==> config.mk <==
export PLATFORM = sky130hd
export DESIGN_NAME = sprite_anim_ctrl_flat
export DESIGN_NICKNAME = d
export VERILOG_FILES = /design/src/rtl/sprite_anim_ctrl_if.sv /design/src/rtl/sprite_anim_ctrl.sv /design/src/flat_wrapper.sv
export SDC_FILE = /design/constraint.sdc
export NUM_CORES = 1
export LEC_CHECK = 0
export CAP_MARGIN = 30
export CORE_AREA = 2 2 54 56
export CTS_CLUSTER_DIAMETER = 150
export DETAILED_ROUTE_END_ITERATION = 10
export DIE_AREA = 0 0 56 58
export PLACE_DENSITY = 0.73
export SLEW_MARGIN = 0
export SYNTH_ARGS = -nofsm -noshare
export SYNTH_HDL_FRONTEND = slang
export SYNTH_SLANG_ARGS = --single-unit
==> constraint.sdc <==
create_clock -name vga_clk -period 2.1 [get_ports vga_clk]
set_input_delay 0.21 -clock vga_clk [delete_from_list [all_inputs] [get_ports vga_clk]]
set_output_delay 0.21 -clock vga_clk [all_outputs]
set_load 0.02 [all_outputs]
==> src/rtl/sprite_anim_ctrl_if.sv <==
// Signal bundle between the frame/keyboard front end and the player sprite
// animation sequencer.
interface sprite_anim_ctrl_if;
    logic       frame_tick;
    logic [7:0] keycode;
    logic [3:0] sprite_sel;
    logic [1:0] dir;
    logic       walk_frame;
    logic       attacking;
    logic       moving;

    modport master (
        output frame_tick,
        output keycode,
        input  sprite_sel,
        input  dir,
        input  walk_frame,
        input  attacking,
        input  moving
    );

    modport slave (
        input  frame_tick,
        input  keycode,
        output sprite_sel,
        output dir,
        output walk_frame,
        output attacking,
        output moving
    );
endinterface

==> src/rtl/sprite_anim_ctrl.sv <==
// Player sprite animation sequencer: samples the keycode once per frame tick and
// tracks facing direction, walk-cycle phase and a timed, non-interruptible attack.
module sprite_anim_ctrl #(
    parameter int FRAME_DIV     = 8,
    parameter int ATTACK_FRAMES = 12
) (
    input  logic               vga_clk,
    input  logic               Reset,
    sprite_anim_ctrl_if.slave  bus
);

    localparam int DIV_W = $clog2(FRAME_DIV + 1);
    localparam int ATK_W = $clog2(ATTACK_FRAMES + 1);

    localparam logic [DIV_W-1:0] DIV_LAST = DIV_W'(FRAME_DIV - 1);
    localparam logic [ATK_W-1:0] ATK_LOAD = ATK_W'(ATTACK_FRAMES - 1);

    localparam logic [7:0] KEY_DOWN  = 8'h16;
    localparam logic [7:0] KEY_UP    = 8'h1A;
    localparam logic [7:0] KEY_LEFT  = 8'h04;
    localparam logic [7:0] KEY_RIGHT = 8'h07;
    localparam logic [7:0] KEY_SPACE = 8'h2C;

    typedef enum logic [1:0] {
        IDLE   = 2'd0,
        WALK   = 2'd1,
        ATTACK = 2'd2
    } state_t;

    state_t             state;
    logic [1:0]         dir;
    logic               walk_frame;
    logic [DIV_W-1:0]   div_cnt;
    logic [ATK_W-1:0]   atk_cnt;
    logic               atk_prev;
    logic [3:0]         sprite_sel;
    logic               attacking;
    logic               moving;

    logic               dir_key;
    logic [1:0]         key_dir;
    logic               atk_key;
    logic               atk_edge;

    state_t             state_n;
    logic [1:0]         dir_n;
    logic               walk_n;
    logic [DIV_W-1:0]   div_n;
    logic [ATK_W-1:0]   atk_n;

    always_comb begin
        dir_key = 1'b0;
        key_dir = 2'd0;
        atk_key = 1'b0;
        case (bus.keycode)
            KEY_DOWN:  begin dir_key = 1'b1; key_dir = 2'd0; end
            KEY_UP:    begin dir_key = 1'b1; key_dir = 2'd1; end
            KEY_LEFT:  begin dir_key = 1'b1; key_dir = 2'd2; end
            KEY_RIGHT: begin dir_key = 1'b1; key_dir = 2'd3; end
            KEY_SPACE: atk_key = 1'b1;
            default:   ;
        endcase
    end

    // Only the first tick of a held space bar starts an attack.
    assign atk_edge = atk_key & ~atk_prev;

    always_comb begin
        state_n = state;
        dir_n   = dir;
        walk_n  = walk_frame;
        div_n   = div_cnt;
        atk_n   = atk_cnt;
        case (state)
            IDLE: begin
                if (atk_edge) begin
                    state_n = ATTACK;
                    atk_n   = ATK_LOAD;
                end else if (dir_key) begin
                    state_n = WALK;
                    dir_n   = key_dir;
                    div_n   = '0;
                    walk_n  = 1'b0;
                end
            end
            WALK: begin
                if (atk_edge) begin
                    state_n = ATTACK;
                    atk_n   = ATK_LOAD;
                end else if (dir_key && (key_dir == dir)) begin
                    if (div_cnt == DIV_LAST) begin
                        div_n  = '0;
                        walk_n = ~walk_frame;
                    end else begin
                        div_n  = div_cnt + DIV_W'(1);
                    end
                end else if (dir_key) begin
                    dir_n = key_dir;
                    div_n = '0;
                end else begin
                    state_n = IDLE;
                    walk_n  = 1'b0;
                    div_n   = '0;
                end
            end
            ATTACK: begin
                if (atk_cnt == '0) begin
                    state_n = IDLE;
                    walk_n  = 1'b0;
                end else begin
                    atk_n = atk_cnt - ATK_W'(1);
                end
            end
            default: begin
                state_n = IDLE;
                walk_n  = 1'b0;
                div_n   = '0;
                atk_n   = '0;
            end
        endcase
    end

    // Outputs are registered from next-state values so they change exactly one
    // cycle after the tick that caused them and hold steady for the whole frame.
    always_ff @(posedge vga_clk) begin
        if (Reset) begin
            state      <= IDLE;
            dir        <= 2'd0;
            walk_frame <= 1'b0;
            div_cnt    <= '0;
            atk_cnt    <= '0;
            atk_prev   <= 1'b0;
            sprite_sel <= 4'd0;
            attacking  <= 1'b0;
            moving     <= 1'b0;
        end else if (bus.frame_tick) begin
            state      <= state_n;
            dir        <= dir_n;
            walk_frame <= walk_n;
            div_cnt    <= div_n;
            atk_cnt    <= atk_n;
            atk_prev   <= atk_key;
            sprite_sel <= (state_n == ATTACK) ? {2'b10, dir_n} : {1'b0, dir_n, walk_n};
            attacking  <= (state_n == ATTACK);
            moving     <= (state_n == WALK);
        end
    end

    assign bus.sprite_sel = sprite_sel;
    assign bus.dir        = dir;
    assign bus.walk_frame = walk_frame;
    assign bus.attacking  = attacking;
    assign bus.moving     = moving;

endmodule

==> src/flat_wrapper.sv <==
// flat-port wrapper written by rule: the top's interface ports become plain ports
module sprite_anim_ctrl_flat 
#(
    parameter int FRAME_DIV     = 8,
    parameter int ATTACK_FRAMES = 12
)
  (vga_clk, Reset, bus_frame_tick, bus_keycode, bus_sprite_sel, bus_dir, bus_walk_frame, bus_attacking, bus_moving);
  sprite_anim_ctrl_if bus_i ();
  input  logic vga_clk;
  input  logic Reset;
  input wire logic [$bits(bus_i.frame_tick)-1:0] bus_frame_tick;
  input wire logic [$bits(bus_i.keycode)-1:0] bus_keycode;
  output wire logic [$bits(bus_i.sprite_sel)-1:0] bus_sprite_sel;
  output wire logic [$bits(bus_i.dir)-1:0] bus_dir;
  output wire logic [$bits(bus_i.walk_frame)-1:0] bus_walk_frame;
  output wire logic [$bits(bus_i.attacking)-1:0] bus_attacking;
  output wire logic [$bits(bus_i.moving)-1:0] bus_moving;
  assign bus_i.frame_tick = bus_frame_tick;
  assign bus_i.keycode = bus_keycode;
  assign bus_sprite_sel = bus_i.sprite_sel;
  assign bus_dir = bus_i.dir;
  assign bus_walk_frame = bus_i.walk_frame;
  assign bus_attacking = bus_i.attacking;
  assign bus_moving = bus_i.moving;
  sprite_anim_ctrl #(.FRAME_DIV(FRAME_DIV), .ATTACK_FRAMES(ATTACK_FRAMES)) u_core (.vga_clk(vga_clk), .Reset(Reset), .bus(bus_i));
endmodule
==> results of run 1 <==
power groups by stage:
stage               clock (mW)  combinational (mW)  sequential [mW]
floorplan                    0              0.0699            0.388
global placement             0               0.143            0.384
detailed placement           0               0.150            0.385
CTS                      0.204               0.150            0.377
global route             0.222               0.171            0.379
finish                   0.199               0.156            0.377
placed cells by master, fill, tap and decap left out, types with 2 or more instances in the layout:
cell type        count
nand3_1              7
nor4_1               2
clkdlybuf4s50_1     11
o211ai_1             3
nand2_1             14
a22oi_1              2
and3_1               2
inv_1                7
a211oi_1             2
nor4b_1              2
dfxtp_1             19
nor2b_1              2
buf_2                3
buf_4               26
buf_6                2
nand2b_1             4
nor4bb_1             2
nor2_1              12
o21ai_0              5
ha_1                 3
a21oi_1             10
nor3b_2              2
clkbuf_4             3
dlymetal6s2s_1       3
o31ai_1              2
or4_4                2
and4bb_2             2
nor3_1               4
repair_timing:
| item | CTS | global route |
|---|---|---|
| pin swaps | 7 | 6 |
| resized for setup | 22 | 10 |
| buffers inserted | 2 | 0 |
| setup endpoints to repair | 10 | 9 |
worst min-delay path, cell delays in order (launching register included):
cell,delay [ps]
dfxtp_1,330
nand2_1,60
a21oi_1,50
routing by layer:
layer	GRT usage [%]	wire length, um	up-vias
met1	27.8	1450	622
met5	0	0	-
met3	2.23	90	7
met4	9.52	71	0
met2	42.4	1840	24
li1	-	-	642
state kept, by name, summed over array words and instances (netlist names):
name and count:
u_core.atk_cnt 4, u_core.atk_prev 1, u_core.bus.dir 2, u_core.bus.moving 1, u_core.bus.sprite_sel 4, u_core.bus.walk_frame 1, u_core.div_cnt 4, u_core.state 2
path summary, 6_finish.rpt:
check	start	endpoint	slack (ps)	cells past startpoint
min	u_core.bus.moving$_SDFFE_PP0P_	u_core.bus.moving$_SDFFE_PP0P_	470	2
max reg2reg	u_core.state[1]$_SDFFE_PP0P_	u_core.bus.sprite_sel[0]$_SDFFE_PP0P_	140	7
max	bus_keycode[2]	u_core.div_cnt[3]$_SDFFE_PP0P_	80	7
min reg2reg	u_core.bus.moving$_SDFFE_PP0P_	u_core.bus.moving$_SDFFE_PP0P_	470	2
logic make-up (layout without fill, tap and decap cells):
family          after synthesis  count (layout)  synth area share, %
buf+inv                      14              59                 4.62
xor+xnor                      4               4                 2.88
simple gates                 70              70                 35.0
compound gates               36              36                 21.5
mux                           2               2                 1.75
fa+ha+maj                     3               3                 3.08
flops                        19              19                 31.2
final cells by class:
cell class / count / area share (%)
Multi-Input combinational cell: 115 / 50.0
Timing Repair Buffer: 47 / 22.8
Sequential cell: 19 / 21.7
Tap cell: 31 / 2.21
Inverter: 8 / 1.71
Clock buffer: 3 / 1.28
Clock inverter: 1 / 0.286
==> reports/qor.txt, run 1 <==
Final Wtd Congestion: 0.858
combinational power share: 21.3%
Vias per Instance: 5.78
hold_buf cts: 0
clock-pin slew on the worst setup and hold paths: 120 ps
switching share of power: 29.6%
IO Count: 20
WL/cell: 15.4 um
root buf cell: clkbuf_4
global route overflow: 0
FF+latch area: 380 um2
final worst slack: 84.3 ps
first-pass GRT wire length: 5.87 mm
die extent in y: 58 um
Main synth FF type: dfxtp_1
H-Tree Depth: 1
ANT cells: 0
dpl cell area: 0.00164 mm2
Tmin final: 2020 ps
WP data required: 2360 ps
Final setup viols: 0
Lkg Pwr: 0.682 nW
cell internal pwr: 0.516 mW
Startpoint Class: primary input
max-slew violation count: 0
dpl cells: 218
Chip Width: 56 um
pre-CTS setup slack: -639 ps
post-route ant nets: 0
power density over the cells: 418 mW/mm2
area occupied by multi-input gates: 876 um2
Finished Core Util: 65.8%
Worst path slowest cell: or4_4
Sequential Power Share: 51.5%
final WL: 3.45 mm
DR iter-0 viols: 39
layout cell share with drive strength beyond 1: 29.0%
Mapped Area: 0.00122 mm2
Layout area overhead: 43.8%
Fmax achieved: 496 MHz
Final Instance Area: 0.00175 mm2
syn_nets: 162
Post-synth EDFFs: 0
Clock Sinks: 19
top post-synthesis cells by area: dfxtp_1 31%, a21oi_1 4.5%, nand2_1 4.3%
cells after synthesis: 148
PortBufs: 19
top cell type's share of synthesized area: 31.2%
starting density of the core: 45.8%
Core ar.: 0.00266 mm2
Crit path max-delay family: simple AND/OR/NAND/NOR gates
TritonCTS buffer count: 3
final hold violations: 0
synthesized flop and latch total: 19
Clk Latency, worst-skew pair: 310 ps
Non-Filler Instances: 224
vias in the first global route: 1276
max incr delay on CP: 540 ps
CP arrival: 2280 ps
crit-path max FO: 4
Clk pwr share: 27.2%
Tot Pwr: 0.733 mW
Ys Warns: 0
initial antenna violation count: 0
worst path bufs/invs: 1
Worst Tran Pin Value: 525 ps
Cell Chain, Critical Path: clkdlybuf4s15_2 > or4b_4 > nor4_4 > o311ai_2 > or4_4 > a2111oi_4 > a31o_1
Rows: 19
outcome: complete, no violations
RSZ-0062 raised after global routing: yes
max-cap violation count: 0
dpl hpwl: 2.62 mm
layout net count: 208
Post-synth ARST share: 0%
Yosys cell types: 51
worst IR drop on VDD: 325 uV
cell with the most instances after synthesis: dfxtp_1
P_sw: 0.217 mW
final hold slack: 467 ps
Fin Clk Skew: 2.02 ps
# DRC: 0
DR pass1 iterations: 4
Slew HR: 64.6%
CP endpoint kind: flop
die area: 0.00325 mm2
largest net degree at the start of global routing: 20
critical path type: primary input to flop
largest buffer count on any clock path: 2
number of fill cells in the layout: 233
CTS tree: done
Tot GR Track Use: 23.1%
Final period util: 96.0%
setup TNS: 0 ps
Synth area leader: dfxtp_1
top cells by count, synth: 19 x dfxtp_1, 14 x nand2_1, 12 x nor2_1
mean post-synth cell area: 8.23 um2
worst min-delay path class: flop to flop
via count: 1295
post-synthesis sequential area ratio: 31.2%
No activity file was read; power rests on OpenSTA's default activity.
==> run 2, diff against run 1 <==
- GPL_ROUTABILITY_DRIVEN: not set -> 0
==> results of run 2 <==
Final layout, timing and power as in run 1 (identical DEF).
==> run 3, diff against run 2 <==
- CORE_AREA: 2 2 54 56 -> 2 2 53 55
- DIE_AREA: 0 0 56 58 -> 0 0 55 57
- clock period: 2.1 -> 2 ns (I/O delays scaled with it)
==> reports/qor.txt, run 3 (synthesis results as in run 1) <==
max-cap violation count: 0 (unchanged)
layout cell share with drive strength beyond 1: 35.9% (was 29.0%)
Fmax achieved: 508 MHz
final hold slack: 404 ps (was 467 ps)
dpl cell area: 0.00166 mm2 (was 0.00164 mm2)
IO Count: 20 (unchanged)
max-slew violation count: 0 (unchanged)
final WL: 3.45 mm (about the same)
reg-to-reg setup timing slack: 60 ps (was 140 ps)
reg-to-reg endpoint: u_core.bus.walk_frame$_SDFFE_PP0P_ (was u_core.bus.sprite_sel[0]$_SDFFE_PP0P_)
critical path type: primary input to flop (unchanged)
worst path bufs/invs: 2 (was 1)
post-route ant nets: 0 (unchanged)
Layout area overhead: 50.0% (was 43.8%)
DR pass1 iterations: 4 (unchanged)
Reg-to-Reg Start: u_core.atk_cnt[0]$_SDFFE_PP0P_ (was u_core.state[1]$_SDFFE_PP0P_)
pre-CTS setup slack: -704 ps (was -639 ps)
max incr delay on CP: 570 ps (was 540 ps)
final worst slack: 31.1 ps (was 84.3 ps)
Finished Core Util: 69.9% (was 65.8%)
worst IR drop on VDD: 530 uV (was 325 uV)
largest net degree at the start of global routing: 19 (was 20)
commonest non-fill, non-tap cell in the layout: buf_4 (unchanged)
Rows: 19 (unchanged)
Tmin final: 1970 ps
Final setup viols: 0 (unchanged)
Hold Path Depth: 6 (was 2)
crit-path max FO: 3 (was 4)
Crit path max-delay family: simple AND/OR/NAND/NOR gates (unchanged)
Chip Width: 55 um (was 56 um)
CTS tree: done (unchanged)
power density over the cells: 428 mW/mm2 (was 418 mW/mm2)
Tot Pwr: 0.782 mW (was 0.733 mW)
outcome: complete, no violations (unchanged)
worst setup path start: bus_keycode[4] (was bus_keycode[2])
Core ar.: 0.00262 mm2 (was 0.00266 mm2)
Worst path slowest cell: or4b_4 (was or4_4)
Startpoint Class: primary input (unchanged)
# DRC: 0 (unchanged)
Clk Latency, worst-skew pair: 310 ps (about the same)
via count: 1316 (was 1295)
WP data required: 2250 ps (was 2360 ps)
PortBufs: 19 (unchanged)
Cell Chain, Critical Path: buf_6 > or4b_4 > or3_4 > xor2_2 > buf_4 > nand2_2 > a2111o_1 > a21oi_2 (was clkdlybuf4s15_2 > or4b_4 > nor4_4 > o311ai_2 > or4_4 > a2111oi_4 > a31o_1)
Slew HR: 70.9% (was 64.6%)
DR iter-0 viols: 35 (was 39)
vias in the first global route: 1291 (was 1276)
Fin Clk Skew: 5.13 ps (was 2.02 ps)
Critical Path Sink: u_core.div_cnt[2]$_SDFFE_PP0P_ (was u_core.div_cnt[3]$_SDFFE_PP0P_)
Lkg Pwr: 0.690 nW (was 0.682 nW)
worst reg2reg path depth: 10 (was 7)
starting density of the core: 46.6% (was 45.8%)
Tot GR Track Use: 23.4% (was 23.1%)
cell count along the critical path: 8 (was 7)
WL/cell: 15.0 um (was 15.4 um)
dpl hpwl: 2.52 mm (was 2.62 mm)
die area: 0.00314 mm2 (was 0.00325 mm2)
largest registers: u_core.atk_cnt x4, u_core.bus.sprite_sel x4, u_core.div_cnt x4 (unchanged)
H-Tree Depth: 1 (unchanged)
clock-pin slew on the worst setup and hold paths: 110 ps (was 120 ps)
hold_buf cts: 0 (unchanged)
CP arrival: 2210 ps (was 2280 ps)
Worst Tran Pin Value: 432 ps (was 525 ps)
ANT cells: 0 (unchanged)
RSZ-0062 raised after global routing: yes (unchanged)
largest buffer count on any clock path: 2 (unchanged)
Final period util: 98.4%
CP endpoint kind: flop (unchanged)
most frequent cells in the layout: 32 x buf_4, 17 x dfxtp_1, 13 x nand2_1, 12 x nor2_1, 11 x clkdlybuf4s50_1 (was 26 x buf_4, 19 x dfxtp_1, 14 x nand2_1, 12 x nor2_1, 11 x clkdlybuf4s50_1)
die extent in y: 57 um (was 58 um)
initial antenna violation count: 0 (unchanged)
Clock Sinks: 19 (unchanged)
root buf cell: clkbuf_4 (unchanged)
final hold violations: 0 (unchanged)
min-delay src: bus_keycode[6] (was u_core.bus.moving$_SDFFE_PP0P_)
Final Instance Area: 0.00183 mm2 (was 0.00175 mm2)
Vias per Instance: 5.75 (was 5.78)
TritonCTS buffer count: 3 (unchanged)
first-pass GRT wire length: 5.44 mm (was 5.87 mm)
global route overflow: 0 (unchanged)
worst min-delay path class: primary input to flop (was flop to flop)
layout net count: 213 (was 208)
number of fill cells in the layout: 207 (was 233)
==> run 3: cell types whose count changed in the layout (fill, tap and decap cells not counted), sizes merged <==
cell           change
dlymetal6s2s       -3
clkdlybuf4s15      -1
clkinv             -1
clkinvlp           +1
buf                +6
dlygate4sd2        +3
==> run 3: worst min path at each step <==
stage / endpoint
final: u_core.atk_prev$_SDFFE_PP0P_
after global routing: u_core.atk_prev$_SDFFE_PP0P_
after CTS: u_core.atk_prev$_SDFFE_PP0P_
after detailed placement: u_core.bus.moving$_SDFFE_PP0P_
after global placement: u_core.bus.moving$_SDFFE_PP0P_
after floorplan: u_core.atk_prev$_SDFFE_PP0P_
==> run 3: report_power, final <==
part | internal, mW | total (mW) | switching [mW] | leakage [nW]
sequential | 0.387 | 0.396 | 0.00868 | 0.155
clock | 0.0765 | 0.204 | 0.127 | 0.0139
combinational | 0.0903 | 0.182 | 0.0919 | 0.521
==> run 3: worst reg2reg max path: stages, from the launching register on <==
cell and delay (ps):
dfxtp_2 350, inv_1 60, ha_1 200, nor3b_2 170, buf_4 130, or2_2 280
nor3_2 130, nor4b_2 80, buf_4 150, a211o_1 280, nand2_1 60
==> run 3: repair_timing <==
item                                    CTS  global route
endpoints found under the setup margin   18             5
gates resized for setup                  34            11
pin swaps                                11             4
setup buffers                             4             0
==> run 3: metal layers <==
layer | wire [um] | share of wire (%) | vias to the layer above | GRT usage, %
met5 | 0 | 0 | - | 0
met3 | 109 | 3.2 | 4 | 4.97
met4 | 26 | 0.75 | 0 | 3.48
met2 | 1880 | 55 | 22 | 42.9
li1 | - | - | 654 | -
met1 | 1430 | 42 | 636 | 27.7
==> run 3: final cells by class <==
| type | instances | area (um2) | share of cell area [%] |
|---|---|---|---|
| Multi-Input combinational cell | 115 | 917 | 50.2 |
| Clock buffer | 3 | 22.5 | 1.23 |
| Tap cell | 31 | 38.8 | 2.12 |
| Sequential cell | 19 | 383 | 20.9 |
| Timing Repair Buffer | 52 | 429 | 23.5 |
| Inverter | 8 | 30.0 | 1.64 |
| Clock inverter | 1 | 7.51 | 0.411 |
==> run 3: through the flow <==
step | setup TNS, ps | cells
2_1_floorplan | -532 | 148
3_3_place_gp | -7920 | 221
3_5_place_dp | -9150 | 221
4_1_cts | 0 | 229
5_1_grt | -115 | 229
6_report | 0 | 229
